===== src/rtl/vga_timing_gen.sv =====
// vga_timing_gen: parametrised raster timing generator with frame-aligned run/stop
// and a PIPE_DLY-stage sync/DE delay line for fixed-latency pixel sources.
`default_nettype none

module vga_timing_gen #(
  parameter int H_SYNC   = 96,
  parameter int H_BACK   = 48,
  parameter int H_ACTIVE = 640,
  parameter int H_FRONT  = 16,
  parameter int V_SYNC   = 2,
  parameter int V_BACK   = 33,
  parameter int V_ACTIVE = 480,
  parameter int V_FRONT  = 10,
  parameter int HS_POL   = 0,
  parameter int VS_POL   = 0,
  parameter int ADDR_W   = 11,
  parameter int PIPE_DLY = 0
) (
  input  logic              vga_clk,
  input  logic              rst_n,
  input  logic              en,
  output logic              hsync,
  output logic              vsync,
  output logic              de,
  output logic [ADDR_W-1:0] x,
  output logic [ADDR_W-1:0] y,
  output logic              pix_req,
  output logic              line_start,
  output logic              frame_start,
  output logic              busy
);

  localparam int H_TOTAL = H_SYNC + H_BACK + H_ACTIVE + H_FRONT;
  localparam int V_TOTAL = V_SYNC + V_BACK + V_ACTIVE + V_FRONT;

  localparam logic [ADDR_W-1:0] H_LAST = ADDR_W'(H_TOTAL - 1);
  localparam logic [ADDR_W-1:0] V_LAST = ADDR_W'(V_TOTAL - 1);
  localparam logic [ADDR_W-1:0] H_SW   = ADDR_W'(H_SYNC);
  localparam logic [ADDR_W-1:0] V_SW   = ADDR_W'(V_SYNC);
  localparam logic [ADDR_W-1:0] H_VS   = ADDR_W'(H_SYNC + H_BACK);
  localparam logic [ADDR_W-1:0] V_VS   = ADDR_W'(V_SYNC + V_BACK);
  localparam logic [ADDR_W-1:0] H_VE   = ADDR_W'(H_SYNC + H_BACK + H_ACTIVE);
  localparam logic [ADDR_W-1:0] V_VE   = ADDR_W'(V_SYNC + V_BACK + V_ACTIVE);
  localparam logic              HS_ACT = (HS_POL != 0);
  localparam logic              VS_ACT = (VS_POL != 0);

  typedef enum logic [1:0] {
    S_IDLE  = 2'd0,
    S_RUN   = 2'd1,
    S_DRAIN = 2'd2
  } state_t;

  state_t            state, state_nxt;
  logic [ADDR_W-1:0] h_cnt, v_cnt;
  logic              frame_end, counting, vis;
  logic              hs0, vs0, de0;

  assign frame_end = (h_cnt == H_LAST) && (v_cnt == V_LAST);
  assign counting  = (state != S_IDLE);
  assign vis       = counting && (h_cnt >= H_VS) && (h_cnt < H_VE)
                              && (v_cnt >= V_VS) && (v_cnt < V_VE);

  // Stopping is only ever allowed on the last pixel of a frame.
  always_comb begin
    state_nxt = state;
    case (state)
      S_IDLE:  if (en) state_nxt = S_RUN;
      S_RUN:   if (!en) state_nxt = frame_end ? S_IDLE : S_DRAIN;
      S_DRAIN: begin
        if (en)             state_nxt = S_RUN;
        else if (frame_end) state_nxt = S_IDLE;
      end
      default: state_nxt = S_IDLE;
    endcase
  end

  always_ff @(posedge vga_clk or negedge rst_n) begin
    if (!rst_n) begin
      state <= S_IDLE;
      busy  <= 1'b0;
    end else begin
      state <= state_nxt;
      busy  <= (state_nxt != S_IDLE);
    end
  end

  always_ff @(posedge vga_clk or negedge rst_n) begin
    if (!rst_n) begin
      h_cnt <= '0;
      v_cnt <= '0;
    end else if (!counting) begin
      h_cnt <= '0;
      v_cnt <= '0;
    end else if (h_cnt == H_LAST) begin
      h_cnt <= '0;
      v_cnt <= (v_cnt == V_LAST) ? '0 : v_cnt + ADDR_W'(1);
    end else begin
      h_cnt <= h_cnt + ADDR_W'(1);
    end
  end

  always_ff @(posedge vga_clk or negedge rst_n) begin
    if (!rst_n) begin
      x           <= '0;
      y           <= '0;
      pix_req     <= 1'b0;
      line_start  <= 1'b0;
      frame_start <= 1'b0;
      hs0         <= ~HS_ACT;
      vs0         <= ~VS_ACT;
      de0         <= 1'b0;
    end else begin
      x           <= vis ? h_cnt - H_VS : '0;
      y           <= vis ? v_cnt - V_VS : '0;
      pix_req     <= vis;
      line_start  <= vis && (h_cnt == H_VS);
      frame_start <= vis && (h_cnt == H_VS) && (v_cnt == V_VS);
      hs0         <= (counting && (h_cnt < H_SW)) ? HS_ACT : ~HS_ACT;
      vs0         <= (counting && (v_cnt < V_SW)) ? VS_ACT : ~VS_ACT;
      de0         <= vis;
    end
  end

  generate
    if (PIPE_DLY == 0) begin : g_no_dly
      assign hsync = hs0;
      assign vsync = vs0;
      assign de    = de0;
    end else begin : g_dly
      logic [PIPE_DLY-1:0] hs_sr, vs_sr, de_sr;

      always_ff @(posedge vga_clk or negedge rst_n) begin
        if (!rst_n) begin
          hs_sr <= {PIPE_DLY{~HS_ACT}};
          vs_sr <= {PIPE_DLY{~VS_ACT}};
          de_sr <= '0;
        end else begin
          hs_sr <= PIPE_DLY'({hs_sr, hs0});
          vs_sr <= PIPE_DLY'({vs_sr, vs0});
          de_sr <= PIPE_DLY'({de_sr, de0});
        end
      end

      assign hsync = hs_sr[PIPE_DLY-1];
      assign vsync = vs_sr[PIPE_DLY-1];
      assign de    = de_sr[PIPE_DLY-1];
    end
  endgenerate

endmodule

`default_nettype wire

===== config.mk =====
export PLATFORM = sky130hd
export DESIGN_NAME = vga_timing_gen
export DESIGN_NICKNAME = d
export VERILOG_FILES = /design/src/rtl/vga_timing_gen.sv
export SDC_FILE = /design/constraint.sdc
export NUM_CORES = 1
export LEC_CHECK = 0
export ABC_AREA = 1
export BUFFER_PORTS_ARGS = -buffer_cell sky130_fd_sc_hd__buf_2
export CAP_MARGIN = 0
export CELL_PAD_IN_SITES_DETAIL_PLACEMENT = 1
export CELL_PAD_IN_SITES_GLOBAL_PLACEMENT = 1
export CORE_ASPECT_RATIO = 0.8
export CORE_MARGIN = 5
export CORE_UTILIZATION = 30
export DETAILED_ROUTE_END_ITERATION = 6
export PLACE_DENSITY = 0.68
export SYNTH_ARGS = -nofsm -noshare
export SYNTH_HDL_FRONTEND = slang
export SYNTH_SLANG_ARGS = --single-unit

===== constraint.sdc =====
create_clock -name vga_clk -period 1.4 [get_ports vga_clk]
set_input_delay 0.07 -clock vga_clk [delete_from_list [all_inputs] [get_ports vga_clk]]
set_output_delay 0.07 -clock vga_clk [all_outputs]
set_load 0.05 [all_outputs]

Yosys cells after proc, flatten, opt, wreduce, memory -nomap -nowiden. Index checks and enable logic that the tools add are counted.

Reduce and logical (&&, ||, !) cells: 12. Mux-type cells: 15. Add/subtract/negate cells: 4. Order comparisons: 6. Equality and inequality tests: 7.

Operators with widths (number): two-way mux 11 bit (7); adder 11 x 1 -> 11 bit, second input constant (2); == test 11 x 10 -> 1 bit, second input constant (2); less-than comparator 11 x 10 -> 1 bit, second input constant (2); == test 11 x 6 -> 1 bit, second input constant (1); == test 11 x 8 -> 1 bit, second input constant (1); >= comparator 11 x 6 -> 1 bit, second input constant (1); >= comparator 11 x 8 -> 1 bit, second input constant (1); less-than comparator 11 x 2 -> 1 bit, second input constant (1); less-than comparator 11 x 7 -> 1 bit, second input constant (1); subtractor 11 x 6 -> 11 bit, second input constant (1); subtractor 11 x 8 -> 11 bit, second input constant (1); two-way mux 2 bit (5); logical AND 1 bit (9); case mux 2 bit (3 select lines) (1); nonzero test 2 bit (2); == test 2 x 1 -> 1 bit, second input constant (1); == test 2 bit, second input constant (1); logical NOT 2 bit (1); two-way mux 1 bit (2); inequality test 2 x 1 -> 1 bit, second input constant (1).

Input port bits: 3. Register bits after elaboration: 52. Logic and storage cells: 55. Output and inout bits: 29.

Logic depth before layout (Yosys ltp). Gate-level depths: netlist of the first run.

Word-level depth: 7. Mapped depth: 10. Depth with buffers taken out: 9.

Worst setup path before layout of the first run. OpenSTA, ideal clock, no wires.

Path type: reg-to-reg. Start: register h_cnt[0]. End: register v_cnt[8]. Required time: 1.282 ns. Stages on the path, launching flop included: 10. Setup slack: -0.090 ns. Period minus slack after synthesis: 1.490 ns. Buffers on the path: 1. Arrival time: 1.372 ns. Path through: dfrtp_1 > ha_1 > nand3_2 > nor3_2 > nand2_2 > nand2_4 > inv_6 > buf_6 > nand2_1 > o21ai_2.

Longest elaborated chain between the ends: 2.

RTL lines: from (decl) (RTL line 54) `logic [ADDR_W-1:0] h_cnt, v_cnt;`; from (signal assigned) (RTL line 98) `h_cnt <= h_cnt + ADDR_W'(1);`; == test 11 x 10 -> 1 bit (RTL line 94) `end else if (h_cnt == H_LAST) begin`; inequality test 2 x 1 -> 1 bit (no source line); to (signal assigned) (RTL line 96) `v_cnt <= (v_cnt == V_LAST) ? '0 : v_cnt + ADDR_W'(1);`; to (decl) (RTL line 54).

No other way between the ends. A chain may end at the register's enable or synchronous reset.

Worst setup path in the final report of the first run.
Start: register v_cnt[3]. End: register y[5].

Longest elaborated chain between the ends: 4. Elaborated cells on any way between the ends: 6. Classes of those cells: add/sub: 1; order compare: 2; mux: 1; reduce/logical: 2.

RTL lines: >= comparator 11 x 6 -> 1 bit (RTL line 61) `&& (v_cnt >= V_VS) && (v_cnt < V_VE);`; logical AND 1 bit (2 in series) (RTL line 61); two-way mux 11 bit (*) (RTL line 114) `y <= vis ? v_cnt - V_VS : '0;`; to (signal assigned) (RTL line 114); to (decl) (RTL line 26) `output logic [ADDR_W-1:0] y,`.

Every way passes the cells marked *; elsewhere a longest branch is shown, timed or not.

==> run_results.csv, run 1 <==
group,metric,value,unit
run_status,status,"finished, violations left",
run_status,violations,"setup timing",
worst_setup_path,crit_path_max_incr_delay,480,ps
grt,antenna_found_initial,0,
detailed_routing,drc,0,
worst_setup_path,r2r_slack,-190,ps
layout,layout_common_cells,"buf_4, nand2_1, dfrtp_1, buf_2, inv_1",
sta,hold_viol_final,0,
place,port-buffer-count,31,
floorplanning,start_util,30.9,%
logic_synthesis,netlist-cell-type-count,32,
sta,worstMarginPinSlew,408,ps
sta,rsz0062_at_grt,"yes",
floorplanning,pin_count,32,
layout,layout.nets,475,
logic_synthesis,synth_nets,350,
sta,finalMaxSlewViolations,0,
grt,grt_pass1_wl,14100,microns
floorplanning,die_w,118,microns
logic_synthesis,synth_area_per_cell,8.26,sq um
flow_run,maxCapViolations,0,
layout,drive_above_1_share,55.9,%
worst_setup_path,rr_startpoint,"v_cnt[3]$_DFFE_PN0P_",
logic_synthesis,synth_edf_count,0,
worst_setup_path,crit_required,1580,ps
logic_synthesis,ys_seq_area_share,46.3,%
floorplanning,std_cell_rows,31,
clocking,root_buffer,"clkbuf_16",
grt,grt_max_degree,53,
layout,final_core_util,48.9,%
layout,area_growth,58.3,%
detailed_routing,firstDrtPassIters,4,
grt,grt_use_total,15.0,%
layout,final_common_cell,"buf_4",
worst_setup_path,cp.arrival,1770,ps
min_path,hp-start,"en",
min_path,worstHoldEndpoint,"state[0]$_DFF_PN0_",
worst_setup_path,slowest_stage,"dfrtp_2",
clocking,numCtsBuffers,5,
floorplanning,core_region_area,0.00911,sq mm
place,place.gp.congestion,0.834,
sta,tns,-5270,ps
place,hpwl,6370,microns
layout,antenna_cells,0,
logic_synthesis,yosysWarnings,0,
worst_setup_path,crit_chain,"nor2_4 -> nand2_1 -> nor2_2 -> nand2_1 -> nand2_2 -> nor2_4 -> nand3_4 -> clkbuf_16 -> nor2_2",
detailed_routing,viasPerCell,4.77,
sta,setup_violations,42,
sta,final.setup_skew,8.62,ps
min_path,hp-class,"in2reg",
detailed_routing,drt_iter0_drc,124,
detailed_routing,final_antenna_net_count,0,
grt,grt_pass1_vias,2816,
logic_synthesis,synth_area,0.00282,sq mm
worst_setup_path,r2r_end,"y[5]$_DFF_PN0_",
worst_setup_path,end_kind,"flip-flop",
min_path,min_path_cells,3,
floorplanning,dieHeight,96.6,microns
worst_setup_path,crit_type,"reg2reg",
floorplanning,die-area,0.0114,sq mm
place,pre_cts_ws,-195,ps
detailed_routing,vias,2775,
logic_synthesis,ys.flop_type,"dfrtp_1",
sta,setup_slack,-189,ps
grt,overflow,0,
logic_synthesis,synthCells,341,
worst_setup_path,reg2regPathDepth,9,
pwr,power-per-cell-area,902,mW/mm^2
clocking,clock_sinks,52,
clocking,clk_path_buf_depth,2,
pwr,p_leak,2.31,nW
detailed_routing,wl_per_cell,17.3,microns
pwr,peakVddDrop,0.697,mV
clocking,tritoncts,"yes",
sta,fin_crit,1590,ps
detailed_routing,wl,10100,microns
clocking,cts_htree_levels,2,
sta,finalCritPeriodShare,114,%
sta,slew_headroom,72.5,%
worst_setup_path,cp-start-kind,"flip-flop",
sta,fmax,629,MHz
clocking,clk_pin_slew_worst_paths,70,ps
clocking,clk_latency,300,ps
logic_synthesis,ys_ff_latch,52,
worst_setup_path,critPathMaxFanout,6,
logic_synthesis,synth_async_sr_flop_share,100,%
## cell type report
cell class | instances | area (sq um)
multi-input cells | 233 | 1590
repair inverters | 2 | 22.5
flip-flops and latches | 52 | 1320
well taps | 115 | 144
fillers | 1059 | 4660
repair buffers | 128 | 1010
inverters | 44 | 180
clock inverters | 3 | 68.8
clock buffers | 5 | 125
## cell usage after synthesis, types with 2 or more instances
| cell type | number | area share, % |
|---|---|---|
| nand4_1 | 8 | 1.8 |
| ha_1 | 6 | 2.7 |
| buf_4 | 3 | 0.80 |
| nor2_4 | 3 | 1.2 |
| xor2_1 | 11 | 3.4 |
| o21ai_2 | 4 | 1.2 |
| nor3_1 | 9 | 1.6 |
| dfrtp_1 | 50 | 44 |
| nand2_2 | 5 | 1.1 |
| buf_6 | 5 | 2.0 |
| dfstp_2 | 2 | 1.9 |
| nor2_2 | 20 | 4.4 |
| a21oi_1 | 7 | 1.2 |
| nand3_1 | 22 | 3.9 |
| o21ai_0 | 12 | 2.1 |
| nand3_2 | 3 | 1.1 |
| nor2_1 | 32 | 4.3 |
| buf_2 | 4 | 0.71 |
| inv_1 | 35 | 4.7 |
| inv_2 | 8 | 1.1 |
| nand2_1 | 81 | 11 |
## report_power, final
group / internal, mW / switching, mW / total, mW / leakage (nW)
Sequential: 1.56 / 0.0801 / 1.64 / 0.689
Combinational: 0.323 / 0.409 / 0.732 / 1.53
Clock: 1.03 / 0.613 / 1.65 / 0.0944
## state kept, by name, indices dropped and copies added, names as in the netlist, 2 cells and up
register  flops
state         2
v_cnt        11
x            11
y            11
h_cnt        11
## per-layer routing
metal  share of wire (%)  wire length [microns]  up-vias  GRT usage [%]
li1                    -                      -     1315              -
met2                  49                   4920       50           24.2
met1                  45                   4570     1393           20.9
met5                   0                      0        -              0
met3                 3.9                    388       17           2.27
met4                 1.9                    193        0           4.06
## critical path: cells and delay by family, from the launching register on
kind | cells | cell delay [ps]
buf+inv | 1 | 180
flops | 1 | 480
simple gates | 8 | 800
## through the flow
step	total power, mW	instance area, sq um	cells	hold WS [ps]
after floorplan	1.90	2840	341	-226
after global placement	2.17	3670	554	83.3
after detailed placement	2.19	3670	554	90.9
after CTS	3.86	3980	568	21.2
after global routing	4.20	4460	582	40.3
final	4.02	4460	582	10.0
## logic make-up (layout without fill, tap and decap cells)
family	after synthesis	after routing	share of synthesized area, %
AO/OA/AOI/OAI	27	27	5.69
XOR/XNOR	12	12	3.73
adder cells (fa/ha/maj)	6	6	2.67
buffers and inverters	56	182	9.56
flip-flops	52	52	46.3
AND/OR/NAND/NOR	188	188	32.0
## worst max path at each step
stage,end,start,slack (ps)
after floorplan,v_cnt[8]$_DFFE_PN0P_,h_cnt[0]$_DFF_PN0_,-30
after global placement,v_cnt[9]$_DFFE_PN0P_,v_cnt[4]$_DFFE_PN0P_,-90
after detailed placement,busy$_DFF_PN0_,v_cnt[4]$_DFFE_PN0P_,-190
after CTS,x[10]$_DFF_PN0_,h_cnt[5]$_DFF_PN0_,-140
after global routing,y[5]$_DFF_PN0_,v_cnt[3]$_DFFE_PN0P_,-260
final,y[5]$_DFF_PN0_,v_cnt[3]$_DFFE_PN0P_,-190
## timing repair
| item | 4_1_cts | 5_1_grt |
|---|---|---|
| setup buffers | 5 | 12 |
| pin swaps | 6 | 26 |
| hold endpoints to repair | 50 | 0 |
| setup endpoints to repair | 47 | 49 |
| resized for setup | 22 | 93 |
| hold buffers | 1 | 0 |
| gates cloned | 0 | 4 |
No activity file was read; power rests on OpenSTA's default activity.
==> inputs of run 2 (changes only) <==
CORE_MARGIN = not set   (was 5)
==> run 2 against run 1 <==
Against the previous run: the flow still finishes with violations (setup timing); worst hold slack improved by 13 ps; design area is 4.5% lower; global-route usage is 3.0 points higher; routed wire length shrank 6.9%; utilization decreased by 2.0 points; sequential share of layout area increased by 1.4 points; register-to-register slack about the same; sequential power is essentially flat; combinational power decreased by 26%; largest power group is now registers; clock-buffer cell count up 2; highest routed layer unchanged.
==> run_results.csv, run 2 (synthesized netlist as in run 1, its figures left out) <==
group,metric,value,unit
clocking,root_buffer,"clkbuf_16",
sta,finalCritPeriodShare,113,%
pwr,combPwrFrac,15.6,%
worst_setup_path,crit_required,1620,ps
layout,multi_input_area,0.00154,sq mm
floorplanning,core_region_area,0.00908,sq mm
clocking,clock_sinks,52,
detailed_routing,firstDrtPassIters,4,
worst_setup_path,end_kind,"flip-flop",
grt,grt_pass1_wl,13600,microns
layout,layout_common_cells,"buf_4, nand2_1, dfrtp_1, buf_2, inv_1",
sta,fmax,633,MHz
pwr,switching_share,28.4,%
layout,fill_cells,1041,
sta,finalMaxSlewViolations,0,
worst_setup_path,rr_startpoint,"h_cnt[5]$_DFF_PN0_",
worst_setup_path,cp.arrival,1810,ps
pwr,power_switching,0.984,mW
pwr,sequentialPowerShare,47.6,%
layout,seq_area,0.00132,sq mm
layout,drive_above_1_share,51.7,%
detailed_routing,final_antenna_net_count,0,
clocking,clk_pin_slew_worst_paths,70,ps
place,pre_cts_ws,-169,ps
layout,final_common_cell,"buf_4",
floorplanning,std_cell_rows,31,
grt,antenna_found_initial,0,
sta,final.setup_skew,8.17,ps
floorplanning,pin_count,32,
sta,tns,-5730,ps
grt,grt_use_total,18.0,%
sta,setup_violations,46,
detailed_routing,wl_per_cell,16.4,microns
floorplanning,die_w,110,microns
clocking,numCtsBuffers,5,
run_status,violations,"setup timing",
worst_setup_path,reg2regPathDepth,9,
worst_setup_path,cp-start-kind,"flip-flop",
min_path,hp-start,"en",
worst_setup_path,r2r_slack,-180,ps
clocking,cts_htree_levels,2,
clocking,clk_path_buf_depth,2,
sta,slew_headroom,69.3,%
detailed_routing,vias,2713,
detailed_routing,drt_iter0_drc,126,
layout,area_growth,51.1,%
clocking,tritoncts,"yes",
worst_setup_path,timing.critical_path.from,"h_cnt[5]$_DFF_PN0_",
grt,grt_pass1_vias,2732,
floorplanning,start_util,31.0,%
grt,grt_max_degree,36,
detailed_routing,viasPerCell,4.73,
sta,worstMarginPinSlew,460,ps
flow_run,maxCapViolations,0,
pwr,p_leak,2.22,nW
layout,antenna_cells,0,
place,hpwl,6190,microns
worst_setup_path,critPathMaxFanout,6,
detailed_routing,drc,0,
sta,setup_slack,-181,ps
place,port-buffer-count,31,
pwr,p_int,2.49,mW
place,place.gp.congestion,0.894,
min_path,min_path_cells,3,
min_path,worstHoldEndpoint,"state[0]$_DFF_PN0_",
clocking,clk_latency,290,ps
detailed_routing,wl,9380,microns
layout,layout.nets,466,
pwr,power-per-cell-area,816,mW/mm^2
grt,overflow,0,
worst_setup_path,crit_type,"reg2reg",
sta,rsz0062_at_grt,"yes",
sta,hold_viol_final,0,
floorplanning,die-area,0.00978,sq mm
sta,whs,22.9,ps
floorplanning,dieHeight,88.6,microns
pwr,clock_power_share,36.8,%
worst_setup_path,r2r_end,"y[5]$_DFF_PN0_",
pwr,peakVddDrop,0.465,mV
run_status,status,"finished, violations left",
min_path,hp-class,"in2reg",
sta,fin_crit,1580,ps
## run 2: final cells by class
type / instances / area share, %
Clock buffer: 7 / 3.35
Clock inverter: 1 / 0.176
Inverter: 44 / 4.29
Multi-Input combinational cell: 233 / 36.1
Sequential cell: 52 / 31.0
Tap cell: 115 / 3.38
Timing Repair Buffer: 120 / 21.4
Timing Repair inverter: 1 / 0.265
## run 2: worst max-delay path by stage
stage                                       end  slack, ps  depth (start not counted)
after floorplan            v_cnt[8]$_DFFE_PN0P_        -30                          9
after global placement    v_cnt[10]$_DFFE_PN0P_        -90                          9
after detailed placement  v_cnt[10]$_DFFE_PN0P_       -170                          9
after CTS                        x[0]$_DFF_PN0_       -120                          9
after global routing             y[0]$_DFF_PN0_       -260                          8
final                            y[5]$_DFF_PN0_       -180                          9
## run 2: power groups by stage
stage | Clock (mW) | Combinational (mW) | Sequential [mW]
2_1_floorplan | 0 | 0.217 | 1.69
3_3_place_gp | 0 | 0.456 | 1.66
3_5_place_dp | 0 | 0.472 | 1.66
4_1_cts | 1.30 | 0.479 | 1.64
5_1_grt | 1.37 | 0.596 | 1.66
6_report | 1.28 | 0.543 | 1.65
## run 2: metal layers
| metal | track usage (%) | vias to the layer above | wire (microns) |
|---|---|---|---|
| met2 | 29.1 | 52 | 4580 |
| li1 | - | 1301 | - |
| met3 | 2.06 | 11 | 216 |
| met4 | 3.59 | 0 | 146 |
| met5 | 0 | - | 0 |
| met1 | 25.9 | 1349 | 4430 |
## run 2: what timing repair did
| item | in CTS | in global routing |
|---|---|---|
| gates cloned | 0 | 3 |
| setup buffers | 6 | 7 |
| resized for setup | 26 | 68 |
| hold endpoints to repair | 17 | 0 |
| endpoints found under the setup margin | 46 | 49 |
| hold buffers | 1 | 0 |
| pin swaps | 3 | 9 |
## run 2: critical path, stage by stage, from the launching register on
cell and delay (ps):
dfrtp_1 440, inv_2 110, ha_4 140, nand2_4 60, inv_4 50, nand3_2 70
o21ai_2 190, nand3_4 160, clkbuf_16 210, nor2_2 70
## run 2: stage by stage
step	util (%)	power (mW)	cell area, sq um	std cells
floorplan	-	1.90	2840	341
global placement	40.0	2.11	3630	548
detailed placement	40.0	2.14	3630	548
CTS	42.9	3.42	3890	563
global route	46.9	3.63	4250	573
finish	46.9	3.47	4250	573
==> inputs of run 3 (changes only) <==
RECOVER_POWER = 100   (was not set)
==> run 3 against run 2 <==
Against the previous run: the run still ends with setup timing left; worst hold slack hardly changed; first-iteration DRC count increased by 19%; sequential cell count unchanged; critical path type unchanged; critical endpoint unchanged; largest cell class unchanged.
==> run_results.csv, run 3 (synthesized netlist as in run 1, its figures left out) <==
group,metric,value,unit
pwr,clock_power_share,36.9,%
place,hpwl,6190,microns
min_path,hp-class,"in2reg",
worst_setup_path,crit_type,"reg2reg",
worst_setup_path,rr_startpoint,"h_cnt[5]$_DFF_PN0_",
pwr,p_int,2.48,mW
floorplanning,dieHeight,88.6,microns
floorplanning,die-area,0.00978,sq mm
worst_setup_path,cp_num_buf_inv,3,
worst_setup_path,cp_num_cells,9,
sta,hold_viol_final,0,
layout,antenna_cells,0,
floorplanning,die_w,110,microns
layout,area_growth,49.4,%
place,place.gp.congestion,0.894,
clocking,tritoncts,"yes",
sta,setup_violations,46,
layout,final_cell_area,0.00421,sq mm
pwr,peakVddDrop,0.466,mV
pwr,p_leak,2.10,nW
min_path,worstHoldEndpoint,"state[0]$_DFF_PN0_",
place,place_inst,548,
floorplanning,start_util,31.0,%
grt,grt_max_degree,36,
min_path,min_path_cells,3,
layout,final_core_util,46.3,%
sta,setup_slack,-182,ps
layout,drive_above_1_share,45.6,%
clocking,clk_latency,290,ps
sta,final.setup_skew,8.31,ps
grt,grt_pass1_wl,13600,microns
worst_setup_path,r2r_slack,-180,ps
floorplanning,std_cell_rows,31,
worst_setup_path,reg2regPathDepth,9,
worst_setup_path,crit_required,1620,ps
sta,tns,-5780,ps
detailed_routing,final_antenna_net_count,0,
worst_setup_path,cpLargestDelayFamily,"flip-flops",
pwr,power-per-cell-area,824,mW/mm^2
grt,antenna_found_initial,0,
min_path,hp-start,"en",
layout,layout.nets,466,
worst_setup_path,end_kind,"flip-flop",
sta,finalCritPeriodShare,113,%
detailed_routing,viasPerCell,4.72,
pwr,power_switching,0.984,mW
place,place_area,0.00363,sq mm
clocking,clock_sinks,52,
worst_setup_path,r2r_end,"y[5]$_DFF_PN0_",
sta,fmax,632,MHz
worst_setup_path,cp-start-kind,"flip-flop",
grt,grt_use_total,18.0,%
sta,slew_headroom,58.2,%
detailed_routing,wl_per_cell,16.4,microns
sta,worstMarginPinSlew,630,ps
grt,overflow,0,
run_status,status,"finished, violations left",
detailed_routing,wl,9380,microns
pwr,combPwrFrac,15.5,%
sta,rsz0062_at_grt,"yes",
detailed_routing,vias,2704,
detailed_routing,firstDrtPassIters,7,
clocking,cts_htree_levels,2,
worst_setup_path,slowest_stage,"dfrtp_1",
worst_setup_path,critPathMaxFanout,6,
detailed_routing,drt_iter0_drc,150,
detailed_routing,drc,0,
clocking,numCtsBuffers,5,
pwr,switching_share,28.4,%
layout,layout_common_cells,"buf_4, nand2_1, dfrtp_1, clkbuf_1, inv_1",
clocking,root_buffer,"clkbuf_16",
floorplanning,pin_count,32,
worst_setup_path,crit_path_max_incr_delay,440,ps
flow_run,maxCapViolations,0,
worst_setup_path,cp.arrival,1810,ps
clocking,clk_path_buf_depth,2,
run_status,violations,"setup timing",
pwr,sequentialPowerShare,47.6,%
floorplanning,core_region_area,0.00908,sq mm
sta,fin_crit,1580,ps
layout,final_common_cell,"buf_4",
grt,grt_pass1_vias,2732,
layout,fin_cells,573,
worst_setup_path,crit_chain,"inv_2 -> ha_4 -> nand2_4 -> inv_4 -> nand3_2 -> o21ai_2 -> nand3_4 -> clkbuf_16 -> nor2_2",
sta,finalMaxSlewViolations,0,
pwr,p_total,3.46,mW
place,port-buffer-count,31,
clocking,clk_pin_slew_worst_paths,70,ps
-- run 3: cell types whose count changed in the layout (fill, tap and decap cells not counted), sizes merged --
cell / delta
clkbuf: +31
buf: -31
-- run 3: what timing repair did --
action / 4_1_cts / 5_1_grt
setup buffers: 6 / 7
setup endpoints to repair: 46 / 49
cloned: 0 / 3
hold endpoints to repair: 17 / 0
hold buffers: 1 / 0
resized for setup: 26 / 68
pin swaps: 3 / 9
-- run 3: worst reg2reg max path, stage by stage (launching register included) --
cell and delay [ps]:
dfrtp_1 440, inv_2 110, ha_4 140, nand2_4 60, inv_4 60, nand3_2 70
o21ai_2 190, nand3_4 160, clkbuf_16 210, nor2_2 70
-- run 3: cell type report --
class	instances	area, sq um
sequential	52	1320
tap	115	144
clock buffer	7	143
multi-input combinational	233	1540
fill	1052	4870
timing repair inverter	1	11.3
clock inverter	1	7.51
inverter	44	183
timing repair buffer	120	863
-- run 3: how the worst max path moves through the flow --
stage	from	endpoint	slack [ps]
after floorplan	h_cnt[0]$_DFF_PN0_	v_cnt[8]$_DFFE_PN0P_	-30
after global placement	v_cnt[5]$_DFFE_PN0P_	v_cnt[10]$_DFFE_PN0P_	-90
after detailed placement	v_cnt[4]$_DFFE_PN0P_	v_cnt[10]$_DFFE_PN0P_	-170
after CTS	h_cnt[5]$_DFF_PN0_	x[0]$_DFF_PN0_	-120
after global routing	h_cnt[5]$_DFF_PN0_	y[0]$_DFF_PN0_	-260
final	h_cnt[5]$_DFF_PN0_	y[5]$_DFF_PN0_	-180
-- run 3: power by group through the flow --
stage	Clock [mW]	Combinational [mW]	Sequential [mW]
4_1_cts	1.30	0.479	1.64
3_3_place_gp	0	0.456	1.66
2_1_floorplan	0	0.217	1.69
5_1_grt	1.37	0.590	1.65
6_report	1.28	0.537	1.65
3_5_place_dp	0	0.472	1.66
-- run 3: metal layers --
metal | vias to the layer above | track usage (%) | wire [microns]
li1 | 1300 | - | -
met1 | 1347 | 25.9 | 4460
met2 | 46 | 29.1 | 4580
met3 | 11 | 2.06 | 198
met4 | 0 | 3.59 | 146
met5 | - | 0 | 0
-- run 3: stage by stage --
stage	setup slack [ps]	hold slack [ps]
detailed placement	-169	43.0
finish	-182	22.7
global route	-263	71.9
global placement	-93.8	42.0
CTS	-117	32.0
floorplan	-25.4	-226
